## src/rtl/gp_mem_pkg.sv

```systemverilog
// Shared types and constants for the GP-Core memory arbiter.
// Used by the arbiter top and its winner-select helper.
package gp_mem_pkg;

   typedef enum logic [1:0] {
      IDLE = 2'd0,
      BUSY = 2'd1,
      RESP = 2'd2
   } arb_state_t;

   typedef enum logic {
      OWN_I = 1'b0,
      OWN_D = 1'b1
   } owner_t;

   localparam logic [3:0] I_BE_LO = 4'b0011;
   localparam logic [3:0] I_BE_HI = 4'b1100;

   localparam int STARVE_W = 4;
   localparam logic [STARVE_W-1:0] STARVE_MAX = '1;

endpackage

```

## src/rtl/gp_mem_arb_pick.sv

```systemverilog
// Combinational winner select: data side wins unless the instruction
// side has been starved for too long.
module gp_mem_arb_pick
   import gp_mem_pkg::*;
(
   input  logic   i_req,
   input  logic   d_req,
   input  logic   starve_sat,
   output logic   grant,
   output owner_t winner
);

   always_comb begin
      grant  = i_req | d_req;
      winner = (d_req && !(i_req && starve_sat)) ? OWN_D : OWN_I;
   end

endmodule

```

## src/rtl/gp_mem_arbiter.sv

```systemverilog
// Single-outstanding arbiter sharing one memory port between the GP-Core
// fetch side (16-bit words) and data side (32-bit words).
module gp_mem_arbiter
   import gp_mem_pkg::*;
#(
   parameter logic [31:0] I_BASE       = 32'h0000_0000,
   parameter int          STARVE_LIMIT = 4,
   parameter int          TIMEOUT      = 255
) (
   input  logic        clk,
   input  logic        rst,
   input  logic        i_req,
   input  logic [15:0] i_addr,
   output logic [15:0] i_rdata,
   output logic        i_ready,
   input  logic        d_req,
   input  logic        d_we,
   input  logic [3:0]  d_be,
   input  logic [31:0] d_addr,
   input  logic [31:0] d_wdata,
   output logic [31:0] d_rdata,
   output logic        d_ready,
   output logic        mem_req,
   output logic        mem_we,
   output logic [3:0]  mem_be,
   output logic [31:0] mem_addr,
   output logic [31:0] mem_wdata,
   input  logic [31:0] mem_rdata,
   input  logic        mem_ack,
   output logic        bus_err,
   output logic        gnt_d
);

   localparam logic [STARVE_W-1:0] STARVE_LIM = STARVE_W'(STARVE_LIMIT);
   localparam logic [7:0]          TMO_LAST   = 8'(TIMEOUT - 1);

   arb_state_t           state_q, state_d;
   owner_t               owner_q, owner_d;
   logic [31:0]          addr_q, addr_d;
   logic [3:0]           be_q, be_d;
   logic                 we_q, we_d;
   logic [31:0]          wdata_q, wdata_d;
   logic [31:0]          rdata_q, rdata_d;
   logic                 i_sel_q, i_sel_d;
   logic [STARVE_W-1:0]  starve_q, starve_d;
   logic [7:0]           tmo_q, tmo_d;
   logic                 bus_err_q, bus_err_d;

   logic   grant;
   owner_t winner;
   logic   starve_sat;

   assign starve_sat = (starve_q >= STARVE_LIM);

   gp_mem_arb_pick u_pick (
      .i_req      (i_req),
      .d_req      (d_req),
      .starve_sat (starve_sat),
      .grant      (grant),
      .winner     (winner)
   );

   always_comb begin
      state_d   = state_q;
      owner_d   = owner_q;
      addr_d    = addr_q;
      be_d      = be_q;
      we_d      = we_q;
      wdata_d   = wdata_q;
      rdata_d   = rdata_q;
      i_sel_d   = i_sel_q;
      starve_d  = starve_q;
      tmo_d     = tmo_q;
      bus_err_d = 1'b0;
      case (state_q)
         IDLE: begin
            tmo_d = '0;
            if (grant) begin
               state_d = BUSY;
               owner_d = winner;
               if (winner == OWN_D) begin
                  addr_d  = d_addr;
                  be_d    = d_be;
                  we_d    = d_we;
                  wdata_d = d_wdata;
                  if (i_req) begin
                     starve_d = (starve_q == STARVE_MAX) ? starve_q : starve_q + 1'b1;
                  end
               end else begin
                  addr_d   = {I_BASE[31:17], i_addr, 1'b0};
                  be_d     = i_addr[0] ? I_BE_HI : I_BE_LO;
                  we_d     = 1'b0;
                  wdata_d  = '0;
                  i_sel_d  = i_addr[0];
                  starve_d = '0;
               end
            end
         end
         BUSY: begin
            // An ack on the final allowed cycle still counts as a normal completion.
            if (mem_ack) begin
               rdata_d = we_q ? 32'h0 : mem_rdata;
               state_d = RESP;
            end else if (tmo_q == TMO_LAST) begin
               rdata_d   = '0;
               bus_err_d = 1'b1;
               state_d   = RESP;
            end else begin
               tmo_d = tmo_q + 8'd1;
            end
         end
         RESP: begin
            tmo_d   = '0;
            state_d = IDLE;
         end
         default: state_d = IDLE;
      endcase
   end

   always_ff @(posedge clk) begin
      if (rst) begin
         state_q   <= IDLE;
         owner_q   <= OWN_I;
         addr_q    <= '0;
         be_q      <= '0;
         we_q      <= 1'b0;
         wdata_q   <= '0;
         rdata_q   <= '0;
         i_sel_q   <= 1'b0;
         starve_q  <= '0;
         tmo_q     <= '0;
         bus_err_q <= 1'b0;
      end else begin
         state_q   <= state_d;
         owner_q   <= owner_d;
         addr_q    <= addr_d;
         be_q      <= be_d;
         we_q      <= we_d;
         wdata_q   <= wdata_d;
         rdata_q   <= rdata_d;
         i_sel_q   <= i_sel_d;
         starve_q  <= starve_d;
         tmo_q     <= tmo_d;
         bus_err_q <= bus_err_d;
      end
   end

   always_comb begin
      mem_req   = (state_q == BUSY);
      mem_we    = we_q;
      mem_be    = be_q;
      mem_addr  = addr_q;
      mem_wdata = wdata_q;
      i_ready   = (state_q == RESP) && (owner_q == OWN_I);
      d_ready   = (state_q == RESP) && (owner_q == OWN_D);
      i_rdata   = i_ready ? (i_sel_q ? rdata_q[31:16] : rdata_q[15:0]) : 16'h0;
      d_rdata   = d_ready ? rdata_q : 32'h0;
      bus_err   = bus_err_q;
      gnt_d     = (owner_q == OWN_D);
   end

endmodule

```

## config.mk

```make
export PLATFORM = sky130hd
export DESIGN_NAME = gp_mem_arbiter
export DESIGN_NICKNAME = d
export VERILOG_FILES = /design/src/rtl/gp_mem_pkg.sv /design/src/rtl/gp_mem_arb_pick.sv /design/src/rtl/gp_mem_arbiter.sv
export SDC_FILE = /design/constraint.sdc
export NUM_CORES = 1
export LEC_CHECK = 0
export CAP_MARGIN = 20
export CORE_UTILIZATION = 25
export DETAILED_ROUTE_END_ITERATION = 7
export PLACE_DENSITY = 0.57
export SETUP_SLACK_MARGIN = 0.15
export SLEW_MARGIN = 20
export SYNTH_ARGS = -nofsm -noshare
export SYNTH_HDL_FRONTEND = slang
export SYNTH_SLANG_ARGS = --single-unit
export TNS_END_PERCENT = 1
```

## constraint.sdc

```tcl
create_clock -name clk -period 2 [get_ports clk]
set_input_delay 0.3 -clock clk [delete_from_list [all_inputs] [get_ports clk]]
set_output_delay 0.3 -clock clk [all_outputs]
set_load 0.01 [all_outputs]
```

**Yosys cells after proc, flatten, opt, wreduce, memory -nomap -nowiden**

Cells that the tools add are included.

- $add $sub $neg: 2
- Order comparisons: 1
- Eq/ne operators: 10
- Muxes and demuxes: 23
- Bitwise gates (word level): 4
- Reductions and logical operators: 16

Operators with widths:

| operator | count |
|---|---|
| $mux 32 | 6 |
| $mux 16 | 2 |
| $mux 4 | 5 |
| $mux 8 | 2 |
| $pmux 8 s2 | 1 |
| $ne 2x2->1 const B | 5 |
| $add 8x1->8 const B | 1 |
| $eq 8x8->1 const B | 1 |
| $mux 2 | 3 |
| $reduce_and 2->1 | 3 |
| $reduce_and 3->1 | 2 |
| $add 4x1->4 const B | 1 |
| $eq 4x4->1 const B | 1 |
| $ge 4x3->1 const B | 1 |
| $logic_and 1x1->1 | 4 |
| $pmux 2 s2 | 1 |
| $reduce_and 4->1 | 1 |
| $reduce_bool 2->1 | 2 |
| $mux 1 | 3 |
| $ne 3x1->1 const B | 1 |
| $not 1->1 | 3 |
| $reduce_or 3->1 | 1 |
| $eq 2x1->1 const B | 1 |
| $eq 2x2->1 const B | 1 |
| other kinds (4) | 4 |

- Register bits: 118
- Input bits: 122
- Output and inout bits: 122
- Logic and storage cells: 67

**Depth between registers and ports, before layout**

Gate-level depths: netlist of run 1.

- Depth in word-level cells: 7
- Gate-level depth with buffers: 6
- Gate-level depth less buffers: 5

**Cells and area by module**

A second synthesis of run 1 with hierarchy kept.

- Cell total of the unflattened synthesis: 637
- Area total of the unflattened synthesis: 5474.0 sq um

Modules (own cells, without submodules):

| module | instances | cells each | area each (sq um) | seq. area each (sq um) |
|---|---|---|---|---|
| gp_mem_arbiter | 1 | 635 | 5460.2 | 2362.3 |
| gp_mem_arb_pick | 1 | 2 | 13.8 | 0.0 |

**Least setup slack after synthesis of run 1**

Ideal clock, no wire load.

- Path kind: register -> output
- Start point: register state_q[1]
- End point: output port i_rdata[10]
- Arrival time: 1.428 ns
- Data required time: 1.700 ns
- Slack: 0.272 ns
- Cell stages (with the launch flop): 6
- Path buffers: 3
- Cells stage by stage: dfxtp_1 buf_6 or3b_2 buf_2 clkbuf_1 nor2_1

- Longest elaborated chain between the ends: 3

Ends and longest elaborated chain:

| what | line | source |
|---|---|---|
| start: declaration | gp_mem_arbiter.sv:37 | `arb_state_t state_q, state_d;` |
| start signal: assignment | gp_mem_arbiter.sv:134 | `state_q <= state_d;` |
| $eq 2x2->1 | gp_mem_arbiter.sv:154 | `i_ready = (state_q == RESP) && (owner_q == OWN_I);` |
| $logic_and 1x1->1 | gp_mem_arbiter.sv:154 |  |
| $mux 16 | gp_mem_arbiter.sv:156 | `i_rdata = i_ready ? (i_sel_q ? rdata_q[31:16] : rdata_q[15:0]) : 16'h0;` |
| end: declaration | gp_mem_arbiter.sv:14 | `output logic [15:0] i_rdata,` |

No other way between the ends.

**Worst setup path in the final report of run 1**

- Start point: register owner_q, in the netlist gnt_d
- End point: output port i_rdata[6]

- Longest elaborated chain between the ends: 3

Ends and longest elaborated chain:

| what | line | source |
|---|---|---|
| start: declaration | gp_mem_arbiter.sv:38 | `owner_t owner_q, owner_d;` |
| start signal: assignment | gp_mem_arbiter.sv:135 | `owner_q <= owner_d;` |
| $not 1->1 | gp_mem_arbiter.sv:154 |  |
| $logic_and 1x1->1 | gp_mem_arbiter.sv:154 |  |
| $mux 16 | gp_mem_arbiter.sv:156 |  |

No other way between the ends.

==> impl_results.html, run 1 <==
<table>
<tr><th>Metric</th><th>Value</th></tr>
<tr><th colspan="2">Status</th></tr>
<tr><td>Run status</td><td>finished with violations</td></tr>
<tr><td>Failing checks</td><td>DRC</td></tr>
<tr><th colspan="2">Setup path</th></tr>
<tr><td>Cell breakdown of the critical path</td><td>buf_12, or3b_4, buf_6, nor2_1, buf_2</td></tr>
<tr><td>Cell depth of the worst flop-to-flop path</td><td>5</td></tr>
<tr><td>Critical Path End Type</td><td>primary output</td></tr>
<tr><td>CP max stage cell</td><td>or3b_4</td></tr>
<tr><td>Crit path max fanout</td><td>5</td></tr>
<tr><td>Startpoint of the worst register-to-register path</td><td>tmo_q[0]</td></tr>
<tr><td>Slowest cell delay on critical path</td><td>460 ps</td></tr>
<tr><td>Critical path's top delay family</td><td>simple AND/OR/NAND/NOR gates</td></tr>
<tr><td>Worst setup SP type</td><td>flop</td></tr>
<tr><td>Arr. time, crit path</td><td>1700 ps</td></tr>
<tr><td>Crit Path Class</td><td>flop to primary output</td></tr>
<tr><td>RR Endpoint</td><td>tmo_q[0]</td></tr>
<tr><td>Buf/Inv on CP</td><td>3</td></tr>
<tr><td>Reg-to-reg setup timing slack</td><td>330 ps</td></tr>
<tr><td>WP data required</td><td>1700 ps</td></tr>
<tr><th colspan="2">Detailed routing</th></tr>
<tr><td>DRC Markers</td><td>10</td></tr>
<tr><td>Drt initial violations</td><td>355</td></tr>
<tr><td>Post-Route WL</td><td>21.31 mm</td></tr>
<tr><td>Via-per-instance ratio</td><td>5.097</td></tr>
<tr><td>Wirelength per Cell</td><td>18.01 um</td></tr>
<tr><td>Detailed-routing iteration count for the pre-antenna-repair pass</td><td>6</td></tr>
<tr><td>Routed via count</td><td>6030</td></tr>
<tr><td>Number of nets with antenna violations after routing</td><td>0</td></tr>
<tr><th colspan="2">Die</th></tr>
<tr><td>Initial cell density of the core</td><td>0.2574</td></tr>
<tr><td>Die ar.</td><td>23290 um^2</td></tr>
<tr><td>Number of placed I/O pins</td><td>244</td></tr>
<tr><td>Height of the chip</td><td>152.6 um</td></tr>
<tr><td>Site Rows</td><td>54</td></tr>
<tr><td>Placeable core region</td><td>22030 um^2</td></tr>
<tr><td>Die boundary width</td><td>152.6 um</td></tr>
<tr><th colspan="2">STA</th></tr>
<tr><td>Endpoints failing setup</td><td>0</td></tr>
<tr><td>Actual slew at the worst max-slew pin</td><td>509.1 ps</td></tr>
<tr><td>Final critical path time including I/O delays and setup</td><td>1997 ps</td></tr>
<tr><td>FMAX</td><td>500.7 MHz</td></tr>
<tr><td>Worst setup skew after layout</td><td>11.51 ps</td></tr>
<tr><td>Tightest slew margin relative to the limit</td><td>0.6606</td></tr>
<tr><td>Setup repair after global routing missed its margin</td><td>true</td></tr>
<tr><td>Pins over their slew limit</td><td>0</td></tr>
<tr><td>Hold Violations, Final</td><td>0</td></tr>
<tr><td>Final critical-path share of the clock period</td><td>0.9986</td></tr>
<tr><th colspan="2">Place</th></tr>
<tr><td>Number of cells in the design after placement</td><td>1141</td></tr>
<tr><td>DP Area</td><td>8524 um^2</td></tr>
<tr><td>Count of input and output buffers</td><td>243</td></tr>
<tr><td>Half-perimeter wire length after detailed placement</td><td>13.49 mm</td></tr>
<tr><td>Final estimated routing congestion in global placement</td><td>0.7678</td></tr>
<tr><th colspan="2">Layout</th></tr>
<tr><td>Number of fill cells in the layout</td><td>2217</td></tr>
<tr><td>Nets</td><td>1015</td></tr>
<tr><td>Post-synthesis to final-layout area growth</td><td>62.56%</td></tr>
<tr><td>Antenna cells</td><td>0</td></tr>
<tr><td>Final standard cell count with taps included and fillers excluded</td><td>1183</td></tr>
<tr><td>Commonest non-fill, non-tap cell in the layout</td><td>clkdlybuf4s50_1</td></tr>
<tr><td>Top library cells by usage in the layout, fill and taps aside</td><td>clkdlybuf4s50_1 (190), dfxtp_1 (115), a21oi_1 (76)</td></tr>
<tr><td>Sequential cell area</td><td>2374 um^2</td></tr>
<tr><td>Share of post-route cells with drive strength above 1</td><td>0.1905</td></tr>
<tr><td>Post-route cell area</td><td>9218 um^2</td></tr>
<tr><td>Multi-input combinational cell area</td><td>3115 um^2</td></tr>
<tr><th colspan="2">Clock tree</th></tr>
<tr><td>Number of H-tree branching levels</td><td>4</td></tr>
<tr><td>Clock insertion delay at the later pin of the skew report</td><td>420 ps</td></tr>
<tr><td>Hold-fix buffers at CTS</td><td>0</td></tr>
<tr><td>Clock buffer depth</td><td>2</td></tr>
<tr><td>Number of buffers created by CTS</td><td>17</td></tr>
<tr><td>TritonCTS clock tree</td><td>yes</td></tr>
<tr><td>CTS clk-pin slew, worst paths</td><td>60 ps</td></tr>
<tr><td>Cell at the root of the clock tree</td><td>clkbuf_16</td></tr>
<tr><td>Total number of clock tree sinks</td><td>118</td></tr>
<tr><th colspan="2">Hold path</th></tr>
<tr><td>Worst min-delay path endpoint</td><td>gnt_d</td></tr>
<tr><td>Hold Crit Class</td><td>input pin to flop</td></tr>
<tr><td>WHS Path Cells</td><td>3</td></tr>
<tr><td>Worst hold start</td><td>d_req</td></tr>
<tr><th colspan="2">GRT</th></tr>
<tr><td>Remaining global-route overflow</td><td>0</td></tr>
<tr><td>Number of antenna violations at the first check in global routing</td><td>0</td></tr>
<tr><td>GRT Overall Usage</td><td>0.1810</td></tr>
<tr><td>Largest net degree at the start of global routing</td><td>49</td></tr>
<tr><td>First-pass GRT wire length</td><td>33.55 mm</td></tr>
<tr><td>Via count of the first global-routing pass</td><td>5901</td></tr>
<tr><th colspan="2">Synth</th></tr>
<tr><td>Area leader, netlist</td><td>dfxtp_1</td></tr>
<tr><td>Distinct cell type count after synthesis</td><td>49</td></tr>
<tr><td>Portion of synthesized cell area occupied by the leading cell type</td><td>0.4166</td></tr>
<tr><td>Net count after synthesis</td><td>786</td></tr>
<tr><td>Post-synthesis cell count</td><td>661</td></tr>
<tr><td>Flip-flop and latch count after synthesis</td><td>118</td></tr>
<tr><td>Predominant post-synthesis flop cell</td><td>dfxtp_1</td></tr>
<tr><td>Top area cells in the synthesized netlist</td><td>dfxtp_1 (42%), a21oi_1 (6.8%), o21ai_0 (5.9%), nand4_1 (5.7%), a32o_1 (5.6%)</td></tr>
<tr><td>Synth Warn #</td><td>0</td></tr>
<tr><td>Post-synthesis sequential area ratio</td><td>0.4166</td></tr>
<tr><td>Area of the mapped netlist</td><td>5670 um^2</td></tr>
<tr><td>Number of synthesized flops with an enable pin</td><td>0</td></tr>
<tr><td>Syn Area/Cell</td><td>8.579 um^2</td></tr>
<tr><td>Async set or reset register ratio after synthesis</td><td>0</td></tr>
<tr><th colspan="2">Power and ir drop</th></tr>
<tr><td>Leakage</td><td>3.615 nW</td></tr>
<tr><td>Pwr/cell area</td><td>755.9 nW/um^2</td></tr>
<tr><td>IR Drop Worst-Case VDD</td><td>0.5203 mV</td></tr>
<tr><th colspan="2">Job</th></tr>
<tr><td>Max-cap violations</td><td>0</td></tr>
</table>
==> through the flow <==
step                total power (W)  hold WS, ps  utilization  worst slack [ps]  TNS [ps]
floorplan                  0.003222        435.6            -             271.9         0
global placement           0.003923        451.7       0.3870             6.023         0
detailed placement         0.003922        450.4       0.3870            -34.21    -265.6
CTS                        0.007039        273.5       0.4095            -84.01    -119.9
global route               0.007279        285.1       0.4185            -65.65    -401.0
finish                     0.006968        277.2       0.4185             2.813         0
==> worst reg2reg max path: cells and delay by family, from the launching register on <==
family / cells / cell delay [ps]
AOI/OAI and AO/OA: 1 / 410
DFF: 1 / 410
buffers and inverters: 1 / 80
muxes: 1 / 220
adders and majority gates: 1 / 240
and+or+nand+nor: 1 / 240
==> kinds of logic after synthesis <==
kind of cell	count (synthesis)	share of synthesized area
AO/OA/AOI/OAI	244	0.2785
adder cells (fa/ha/maj)	3	0.006620
buffers and inverters	82	0.05847
flip-flops	118	0.4166
multiplexers	18	0.03177
AND/OR/NAND/NOR	196	0.2081
==> layout make-up <==
cell class                 instances  share of cell area
multi-input combinational        463              0.3380
sequential                       118              0.2575
clock inverter                    15             0.01697
timing repair buffer             285              0.3013
clock buffer                      17             0.04615
tap                              280             0.03801
inverter                           5            0.002036
==> state kept, by name, summed over array words and instances, names as in the netlist <==
register,flops
state_q,2
starve_q,4
i_sel_q,1
rdata_q,32
bus_err,1
mem_we,1
gnt_d,1
mem_addr,32
mem_wdata,32
mem_be,4
tmo_q,8
==> cells in the mapped netlist, types with 2 or more instances <==
master and count:
and2_1 32, a211oi_1 4, nand3_1 20, inv_1 5
nor2b_1 34, a311oi_1 18, dfxtp_1 118, nand3b_1 2
buf_1 2, o211ai_1 2, clkbuf_1 61, nor4_1 6
nor2_1 18, a32o_1 32, o21ai_0 67, ha_1 3
nand2_1 9, nand4_1 52, a31oi_1 2, a21boi_0 2
mux2i_1 18, a21o_1 33, buf_2 13, a21oi_1 77
nand2b_1 2, nor3b_1 4, nor3_1 3
==> metal layers <==
layer,wire length [um],track usage
met1,9534,0.2316
met2,10070,0.2955
met3,1426,0.04835
met4,277,0.05580
met5,0,0
==> worst max-delay path by stage <==
stage	end	cells after the start	start
after global routing	i_rdata[11]	5	gnt_d
after detailed placement	i_rdata[10]	3	state_q[1]
after global placement	i_rdata[11]	3	state_q[1]
after CTS	d_rdata[2]	6	gnt_d
after floorplan	i_rdata[10]	5	state_q[1]
final	i_rdata[6]	5	gnt_d
==> where the power goes <==
group	internal, W	switching, W
logic	0.000676	0.000608
clock network	0.00177	0.00130
registers	0.00252	0.0000991
total	0.00496	0.00201
==> repair_timing <==
item | 4_1_cts | 5_1_grt
endpoints found under the setup margin | 51 | 43
gates cloned | 3 | 0
gates resized for setup | 216 | 49
pin swaps | 16 | 21
buffers inserted | 5 | 2
No activity file was read; power rests on OpenSTA's default activity.
==> run 2: changes to the inputs <==
--- a/config.mk
+++ b/config.mk
@@ -6,9 +6,11 @@
 export NUM_CORES = 1
 export LEC_CHECK = 0
 export CAP_MARGIN = 20
+export CORE_MARGIN = 3
 export CORE_UTILIZATION = 25
 export DETAILED_ROUTE_END_ITERATION = 7
-export PLACE_DENSITY = 0.57
+export DONT_BUFFER_PORTS = 1
+export PLACE_DENSITY = 0.43
 export SETUP_SLACK_MARGIN = 0.15
 export SLEW_MARGIN = 20
 export SYNTH_ARGS = -nofsm -noshare
==> run 2 against run 1 <==
Against the previous run:
- the flow now finishes without violations
- register-to-register slack worse by 120 ps
- clock skew fell by 1.8 ps
- first-iteration DRC count rose by 5.9%
- fmax increased by 10%
- cell area is 28% lower
- wire length down 8.9%
- clock power shrank 6%
- non-clock buffer count down 261
- sequential cell count stayed put
- clock-buffer cell count grew 1
- sequential share of layout area rose by 10 points
- critical path type unchanged
- largest cell class unchanged
- largest power group unchanged
- highest routed layer unchanged
==> impl_results.html, run 2 (synthesis gave the netlist of run 1 again) <==
<table>
<tr><th>Metric</th><th>Value</th></tr>
<tr><th colspan="2">Job</th></tr>
<tr><td>Max-cap violations</td><td>0 (unchanged)</td></tr>
<tr><th colspan="2">Clock tree</th></tr>
<tr><td>CTS clk-pin slew, worst paths</td><td>60 ps (about the same)</td></tr>
<tr><td>Number of H-tree branching levels</td><td>4 (unchanged)</td></tr>
<tr><td>Clock buffer depth</td><td>2 (unchanged)</td></tr>
<tr><td>Total number of clock tree sinks</td><td>118 (unchanged)</td></tr>
<tr><td>Number of buffers created by CTS</td><td>17 (unchanged)</td></tr>
<tr><td>Postcts setup bufs</td><td>0 (-5)</td></tr>
<tr><td>Cell at the root of the clock tree</td><td>clkbuf_16</td></tr>
<tr><td>Clock insertion delay at the later pin of the skew report</td><td>420 ps (about the same)</td></tr>
<tr><td>TritonCTS clock tree</td><td>yes</td></tr>
<tr><th colspan="2">Setup path</th></tr>
<tr><td>Startpoint of the worst register-to-register path</td><td>state_q[1]</td></tr>
<tr><td>Crit path max fanout</td><td>7 (+2)</td></tr>
<tr><td>Reg-to-reg setup timing slack</td><td>210 ps (-120 ps)</td></tr>
<tr><td>Cell breakdown of the critical path</td><td>or3b_4, nor2_2</td></tr>
<tr><td>RR Endpoint</td><td>mem_be[3]</td></tr>
<tr><td>Critical path's top delay family</td><td>simple AND/OR/NAND/NOR gates</td></tr>
<tr><td>Slowest cell delay on critical path</td><td>500 ps (+40 ps)</td></tr>
<tr><td>Critical Path End Type</td><td>primary output</td></tr>
<tr><td>Worst setup SP type</td><td>flop</td></tr>
<tr><td>Crit Path Class</td><td>flop to primary output</td></tr>
<tr><td>WP data required</td><td>1700 ps (about the same)</td></tr>
<tr><td>Arr. time, crit path</td><td>1510 ps (-190 ps)</td></tr>
<tr><td>CP max stage cell</td><td>or3b_4</td></tr>
<tr><td>Cell depth of the worst flop-to-flop path</td><td>4 (-1)</td></tr>
<tr><td>Buf/Inv on CP</td><td>0 (-3)</td></tr>
<tr><th colspan="2">Power and ir drop</th></tr>
<tr><td>Pwr/cell area</td><td>951.4 nW/um^2 (+26%)</td></tr>
<tr><td>IR Drop Worst-Case VDD</td><td>0.4547 mV (-13%)</td></tr>
<tr><td>Leakage</td><td>2.443 nW (-32%)</td></tr>
<tr><th colspan="2">GRT</th></tr>
<tr><td>First-pass GRT wire length</td><td>29.27 mm (-13%)</td></tr>
<tr><td>GRT Overall Usage</td><td>0.1513 (-0.02971)</td></tr>
<tr><td>Remaining global-route overflow</td><td>0 (unchanged)</td></tr>
<tr><td>GR met2 Demand/Resource</td><td>0.2494 (-0.04611)</td></tr>
<tr><td>Routing usage on met1</td><td>0.1880 (-0.04361)</td></tr>
<tr><td>M3 GR Usage</td><td>0.04425 (-0.004103)</td></tr>
<tr><td>Largest net degree at the start of global routing</td><td>78 (+59%)</td></tr>
<tr><td>Number of antenna violations at the first check in global routing</td><td>0 (unchanged)</td></tr>
<tr><td>Most used routing layer</td><td>met2</td></tr>
<tr><td>Via count of the first global-routing pass</td><td>5065 (-14%)</td></tr>
<tr><th colspan="2">Layout</th></tr>
<tr><td>Nets</td><td>755 (-26%)</td></tr>
<tr><td>Antenna cells</td><td>0 (unchanged)</td></tr>
<tr><td>Share of post-route cells with drive strength above 1</td><td>0.1400 (-0.05051)</td></tr>
<tr><td>Top library cells by usage in the layout, fill and taps aside</td><td>dfxtp_1 (115), a21oi_1 (76), o21ai_0 (67)</td></tr>
<tr><td>Commonest non-fill, non-tap cell in the layout</td><td>dfxtp_1</td></tr>
<tr><td>Final core utilization</td><td>0.3010 (-0.1175)</td></tr>
<tr><td>Post-synthesis to final-layout area growth</td><td>16.92%</td></tr>
<tr><th colspan="2">STA</th></tr>
<tr><td>Hold Violations, Final</td><td>0 (unchanged)</td></tr>
<tr><td>Final worst-path setup slack</td><td>192.5 ps (+189.7 ps)</td></tr>
<tr><td>Final critical-path share of the clock period</td><td>0.9037 (-0.09485)</td></tr>
<tr><td>Tightest slew margin relative to the limit</td><td>0.5550 (-0.1056)</td></tr>
<tr><td>Worst setup skew after layout</td><td>9.695 ps (-1.817 ps)</td></tr>
<tr><td>Pins over their slew limit</td><td>0 (unchanged)</td></tr>
<tr><td>FMAX</td><td>553.3 MHz (+10%)</td></tr>
<tr><td>Endpoints failing setup</td><td>0 (unchanged)</td></tr>
<tr><td>Summed negative setup slack over all endpoints</td><td>0 ps (unchanged)</td></tr>
<tr><td>Setup repair after global routing missed its margin</td><td>true</td></tr>
<tr><td>Final critical path time including I/O delays and setup</td><td>1807 ps (-189.7 ps)</td></tr>
<tr><td>Actual slew at the worst max-slew pin</td><td>665.9 ps (+156.8 ps)</td></tr>
<tr><th colspan="2">Detailed routing</th></tr>
<tr><td>Number of nets with antenna violations after routing</td><td>0 (unchanged)</td></tr>
<tr><td>Drt initial violations</td><td>376 (+5.9%)</td></tr>
<tr><td>Detailed-routing iteration count for the pre-antenna-repair pass</td><td>5 (-1)</td></tr>
<tr><td>Post-Route WL</td><td>19.40 mm (-8.9%)</td></tr>
<tr><td>DRC Markers</td><td>0 (-10)</td></tr>
<tr><td>Wirelength per Cell</td><td>21.02 um (+17%)</td></tr>
<tr><td>Routed via count</td><td>5182 (-14%)</td></tr>
<tr><td>Via-per-instance ratio</td><td>5.614 (+10%)</td></tr>
<tr><th colspan="2">Hold path</th></tr>
<tr><td>Worst min-delay path endpoint</td><td>mem_wdata[22]</td></tr>
<tr><td>WHS Path Cells</td><td>2 (-1)</td></tr>
<tr><td>Hold Crit Class</td><td>input pin to flop</td></tr>
<tr><td>Worst hold start</td><td>d_wdata[22]</td></tr>
<tr><th colspan="2">Place</th></tr>
<tr><td>Final estimated routing congestion in global placement</td><td>0.7714 (+0.47%)</td></tr>
<tr><td>Count of input and output buffers</td><td>0 (-100%)</td></tr>
<tr><td>Worst slack, placed</td><td>271.0 ps (+305.2 ps)</td></tr>
<tr><td>Half-perimeter wire length after detailed placement</td><td>12.68 mm (-6.1%)</td></tr>
<tr><th colspan="2">Die</th></tr>
<tr><td>Initial cell density of the core</td><td>0.2574 (unchanged)</td></tr>
<tr><td>Die boundary width</td><td>156.6 um (+2.6%)</td></tr>
<tr><td>Height of the chip</td><td>156.6 um (+2.6%)</td></tr>
<tr><td>Site Rows</td><td>54 (unchanged)</td></tr>
<tr><td>Number of placed I/O pins</td><td>244 (unchanged)</td></tr>
<tr><td>Die ar.</td><td>24530 um^2 (+5.3%)</td></tr>
<tr><td>Placeable core region</td><td>22030 um^2 (unchanged)</td></tr>
<tr><th colspan="2">Status</th></tr>
<tr><td>Run status</td><td>finished clean</td></tr>
</table>
-- run 2: cell types whose count changed in the layout (fill, tap and decap cells not counted), sizes merged, moves of 3 or more --
| cell | change |
|---|---|
| clkdlybuf4s50 | -190 |
| clkinv | +4 |
| inv | -3 |
| buf | -69 |
-- run 2: layout make-up --
class	count	area (um^2)
clock inverters	14	115.1
flip-flops and latches	118	2369
fillers	2327	15400
inverters	5	18.77
multi-input cells	464	3088
repair buffers	24	250.2
well taps	280	350.3
clock buffers	18	439.2
-- run 2: worst max-delay path by stage --
stage / startpoint / to / slack (ps) / cells after the start
floorplan: state_q[1] / i_rdata[10] / 270 / 5
global placement: gnt_d / i_rdata[9] / 320 / 2
detailed placement: state_q[1] / mem_be[3] / 270 / 4
CTS: state_q[0] / i_rdata[5] / 70 / 2
global route: gnt_d / d_rdata[20] / 110 / 2
finish: gnt_d / i_rdata[3] / 190 / 2
-- run 2: routing by layer --
metal  part of all wire  up-vias
met2               0.50      204
met3              0.063       27
met1               0.42     2528
met5                  0        -
met4              0.020        0
li1                   -     2423
-- run 2: repair_timing --
action | CTS | global route
gates resized for setup | 7 | 19
setup endpoints to repair | 50 | 51
pin swaps | 2 | 2
cloned | 2 | 1
hold buffers | 1 | 0
endpoints found under the hold margin | 77 | 0
-- run 2: per-stage QoR --
step,cells,hold slack [ps],total power (W),instance area (um^2)
after floorplan,661,435.6,0.003222,5670
after global placement,887,393.0,0.003382,5962
after detailed placement,887,404.7,0.003407,5962
after CTS,922,6.011,0.006387,6575
after global routing,923,7.114,0.006594,6630
final,923,32.02,0.006308,6630
-- run 2: report_power, final --
part	leakage (nW)	total (W)	internal [W]	switching, W
combinational	1.20	0.000696	0.000290	0.000406
clock	0.271	0.00290	0.00165	0.00125
sequential	0.968	0.00271	0.00252	0.000192
==> run 3: changes to the inputs <==
==> constraint.sdc (replaced) <==
create_clock -name clk -period 2 [get_ports clk]
set_input_delay 0.3 -clock clk [delete_from_list [all_inputs] [get_ports clk]]
set_output_delay 0.3 -clock clk [all_outputs]
set_load 0.005 [all_outputs]
==> run 3 against run 2 <==
Against the previous run:
- via count rose by 1.6%
- combinational power fell by 4.2%
- total power rose by 4.3%
- clock-buffer cell count fell by 1
- highest routed layer unchanged
- largest power group unchanged
- wire length rose by 3.6%
- cell area fell by 0.32%
- sequential share of layout area rose by 0.058 points
- fmax fell by 2.5%
- critical path depth rose by 1
- register-to-register slack improved by 70 ps
==> impl_results.html, run 3 (synthesis gave the netlist of run 1 again) <==
<table>
<tr><th>Metric</th><th>Value</th></tr>
<tr><th colspan="2">Place</th></tr>
<tr><td>Worst slack, placed</td><td>316.5 ps (+45.51 ps)</td></tr>
<tr><td>Count of input and output buffers</td><td>0 (unchanged)</td></tr>
<tr><td>Number of cells in the design after placement</td><td>881 (-0.68%)</td></tr>
<tr><td>Final estimated routing congestion in global placement</td><td>0.7757 (+0.56%)</td></tr>
<tr><td>Half-perimeter wire length after detailed placement</td><td>12.73 mm (+0.44%)</td></tr>
<tr><th colspan="2">Job</th></tr>
<tr><td>Max-cap violations</td><td>0 (unchanged)</td></tr>
<tr><th colspan="2">Die</th></tr>
<tr><td>Site Rows</td><td>54 (unchanged)</td></tr>
<tr><td>Initial cell density of the core</td><td>0.2574 (unchanged)</td></tr>
<tr><td>Number of placed I/O pins</td><td>244 (unchanged)</td></tr>
<tr><td>Die ar.</td><td>24530 um^2 (unchanged)</td></tr>
<tr><td>Die boundary width</td><td>156.6 um (unchanged)</td></tr>
<tr><td>Placeable core region</td><td>22030 um^2 (unchanged)</td></tr>
<tr><td>Height of the chip</td><td>156.6 um (unchanged)</td></tr>
<tr><th colspan="2">Power and ir drop</th></tr>
<tr><td>Sequential fraction of design power</td><td>0.406 (-0.024)</td></tr>
<tr><td>Pwr/cell area</td><td>995.3 nW/um^2 (+4.6%)</td></tr>
<tr><td>Net switching fraction of the power</td><td>0.2730 (-0.01989)</td></tr>
<tr><td>Total power draw</td><td>0.006578 W (+4.3%)</td></tr>
<tr><td>Part of the total power dissipated in the clock network</td><td>0.492 (+0.032)</td></tr>
<tr><td>Leakage</td><td>2.458 nW (+0.62%)</td></tr>
<tr><td>Share of power burned in combinational logic</td><td>0.101 (-0.009)</td></tr>
<tr><td>Internal Dissipation</td><td>0.004782 W (+7.2%)</td></tr>
<tr><td>Switching Power</td><td>0.001796 W (-2.8%)</td></tr>
<tr><td>IR Drop Worst-Case VDD</td><td>0.4881 mV (+7.3%)</td></tr>
<tr><th colspan="2">Detailed routing</th></tr>
<tr><td>Detailed-routing iteration count for the pre-antenna-repair pass</td><td>7 (+2)</td></tr>
<tr><td>Number of nets with antenna violations after routing</td><td>0 (unchanged)</td></tr>
<tr><td>Post-Route WL</td><td>20.10 mm (+3.6%)</td></tr>
<tr><td>Drt initial violations</td><td>365 (-2.9%)</td></tr>
<tr><td>DRC Markers</td><td>0 (unchanged)</td></tr>
<tr><td>Routed via count</td><td>5267 (+1.6%)</td></tr>
<tr><td>Via-per-instance ratio</td><td>5.725 (+2.0%)</td></tr>
<tr><td>Wirelength per Cell</td><td>21.85 um (+3.9%)</td></tr>
<tr><th colspan="2">Setup path</th></tr>
<tr><td>RR Endpoint</td><td>starve_q[0]</td></tr>
<tr><td>Startpoint of the worst register-to-register path</td><td>state_q[0]</td></tr>
<tr><td>CP max stage cell</td><td>dfxtp_2</td></tr>
<tr><td>Crit Path Class</td><td>flop to primary output</td></tr>
<tr><td>Critical Path End Type</td><td>primary output</td></tr>
<tr><td>Reg-to-reg setup timing slack</td><td>280 ps (+70 ps)</td></tr>
<tr><td>Crit path max fanout</td><td>10 (+3)</td></tr>
<tr><td>Arr. time, crit path</td><td>1550 ps (+40 ps)</td></tr>
<tr><td>Cell breakdown of the critical path</td><td>buf_4, and3b_4, and2_1</td></tr>
<tr><td>Worst setup SP type</td><td>flop</td></tr>
<tr><td>Slowest cell delay on critical path</td><td>420 ps (-80 ps)</td></tr>
<tr><td>Cell depth of the worst flop-to-flop path</td><td>4 (unchanged)</td></tr>
<tr><td>WP data required</td><td>1700 ps (about the same)</td></tr>
<tr><th colspan="2">Clock tree</th></tr>
<tr><td>Total number of clock tree sinks</td><td>118 (unchanged)</td></tr>
<tr><td>Number of buffers created by CTS</td><td>17 (unchanged)</td></tr>
<tr><td>Clock buffer depth</td><td>2 (unchanged)</td></tr>
<tr><td>TritonCTS clock tree</td><td>yes</td></tr>
<tr><td>Number of H-tree branching levels</td><td>4 (unchanged)</td></tr>
<tr><td>Cell at the root of the clock tree</td><td>clkbuf_16</td></tr>
<tr><td>Clock insertion delay at the later pin of the skew report</td><td>410 ps (about the same)</td></tr>
<tr><td>CTS clk-pin slew, worst paths</td><td>60 ps (about the same)</td></tr>
<tr><th colspan="2">Hold path</th></tr>
<tr><td>Hold Crit Class</td><td>input pin to flop</td></tr>
<tr><td>WHS Path Cells</td><td>2 (unchanged)</td></tr>
<tr><td>Worst min-delay path endpoint</td><td>mem_wdata[26]</td></tr>
<tr><td>Worst hold start</td><td>d_wdata[26]</td></tr>
<tr><th colspan="2">STA</th></tr>
<tr><td>Worst setup skew after layout</td><td>12.03 ps (+2.336 ps)</td></tr>
<tr><td>Final critical path time including I/O delays and setup</td><td>1853 ps (+45.55 ps)</td></tr>
<tr><td>Final worst-path setup slack</td><td>147.0 ps (-45.55 ps)</td></tr>
<tr><td>Final critical-path share of the clock period</td><td>0.9265 (+0.02277)</td></tr>
<tr><td>FMAX</td><td>539.7 MHz (-2.5%)</td></tr>
<tr><td>Setup repair after global routing missed its margin</td><td>true</td></tr>
<tr><td>Actual slew at the worst max-slew pin</td><td>667.9 ps (+2.070 ps)</td></tr>
<tr><td>Tightest slew margin relative to the limit</td><td>0.5547 (about the same)</td></tr>
<tr><td>Hold Violations, Final</td><td>0 (unchanged)</td></tr>
<tr><td>Hold slack final</td><td>41.66 ps (+9.638 ps)</td></tr>
<tr><td>Pins over their slew limit</td><td>0 (unchanged)</td></tr>
<tr><td>Summed negative setup slack over all endpoints</td><td>0 ps (unchanged)</td></tr>
<tr><td>Endpoints failing setup</td><td>0 (unchanged)</td></tr>
<tr><th colspan="2">Status</th></tr>
<tr><td>Run status</td><td>finished clean</td></tr>
<tr><th colspan="2">Layout</th></tr>
<tr><td>Top library cells by usage in the layout, fill and taps aside</td><td>dfxtp_1 (116), a21oi_1 (76), o21ai_0 (67)</td></tr>
<tr><td>Nets</td><td>752 (-0.40%)</td></tr>
<tr><td>Commonest non-fill, non-tap cell in the layout</td><td>dfxtp_1</td></tr>
<tr><td>Share of post-route cells with drive strength above 1</td><td>0.1078 (-0.03216)</td></tr>
<tr><td>Antenna cells</td><td>0 (unchanged)</td></tr>
<tr><td>Number of fill cells in the layout</td><td>2355 (+1.2%)</td></tr>
<tr><td>Final standard cell count with taps included and fillers excluded</td><td>920 (-0.33%)</td></tr>
<tr><td>Post-synthesis to final-layout area growth</td><td>16.55%</td></tr>
<tr><th colspan="2">GRT</th></tr>
<tr><td>Via count of the first global-routing pass</td><td>5109 (+0.87%)</td></tr>
<tr><td>First-pass GRT wire length</td><td>29.93 mm (+2.3%)</td></tr>
<tr><td>GRT Overall Usage</td><td>0.1540 (+0.002709)</td></tr>
<tr><td>Remaining global-route overflow</td><td>0 (unchanged)</td></tr>
<tr><td>Number of antenna violations at the first check in global routing</td><td>0 (unchanged)</td></tr>
<tr><td>Largest net degree at the start of global routing</td><td>77 (-1.3%)</td></tr>
</table>
run 3: cell types whose count changed in the layout (fill, tap and decap cells not counted), sizes merged:
cell / before / now
and3b: 2 / 4
buf: 24 / 18
bufinv: 0 / 3
clkbuf: 18 / 17
clkinv: 4 / 6
clkinvlp: 2 / 0
dlygate4sd3: 0 / 1
inv: 13 / 11
run 3: power groups by stage:
stage | sequential (W) | clock, W | combinational [W]
finish | 0.00267 | 0.00324 | 0.000667
global route | 0.00269 | 0.00344 | 0.000738
CTS | 0.00267 | 0.00334 | 0.000664
detailed placement | 0.00272 | 0 | 0.000623
global placement | 0.00271 | 0 | 0.000597
floorplan | 0.00265 | 0 | 0.000529
run 3: area by class of cell:
type / instances / area [um^2] / area share
Inverter: 5 / 18.77 / 0.002840
Multi-Input combinational cell: 466 / 3065 / 0.4638
Clock buffer: 17 / 425.4 / 0.06437
Clock inverter: 15 / 193.9 / 0.02934
Timing Repair Buffer: 19 / 190.2 / 0.02878
Tap cell: 280 / 350.3 / 0.05301
Sequential cell: 118 / 2365 / 0.3578
run 3: routing by layer:
layer,GRT usage,vias to the layer above,routed length (um),part of all wire
li1,-,2428,-,-
met1,0.1857,2576,8066,0.40
met2,0.2570,229,10080,0.50
met3,0.04535,34,1345,0.067
met4,0.06253,0,604,0.030
met5,0,-,0,0
run 3: repair_timing:
item                                    in CTS  in global routing
hold buffers                                 2                  0
hold endpoints to repair                    76                  0
pin swaps                                    1                  1
cloned                                       1                  4
buffers inserted                             0                  0
resized for setup                            3                  6
endpoints found under the setup margin      50                 50
run 3: critical path: cells and delay by family, from the launching register on:
family	cells	cell delay, ps
DFF	1	420
and+or+nand+nor	2	500
buffers and inverters	1	220
run 3: per-stage QoR:
step                utilization  area [um^2]
finish                   0.3000         6609
global route             0.3000         6609
CTS                      0.2980         6564
detailed placement       0.2675         5892
global placement         0.2675         5892
floorplan                     -         5670
run 3: how the worst max path moves through the flow:
stage	slack, ps	end	cells past startpoint	startpoint
2_1_floorplan	330	i_rdata[10]	5	state_q[1]
3_3_place_gp	370	i_rdata[9]	2	state_q[1]
3_5_place_dp	320	d_rdata[26]	3	state_q[1]
4_1_cts	60	d_rdata[26]	3	state_q[1]
5_1_grt	70	d_rdata[10]	3	state_q[1]
6_report	150	d_rdata[3]	3	state_q[1]
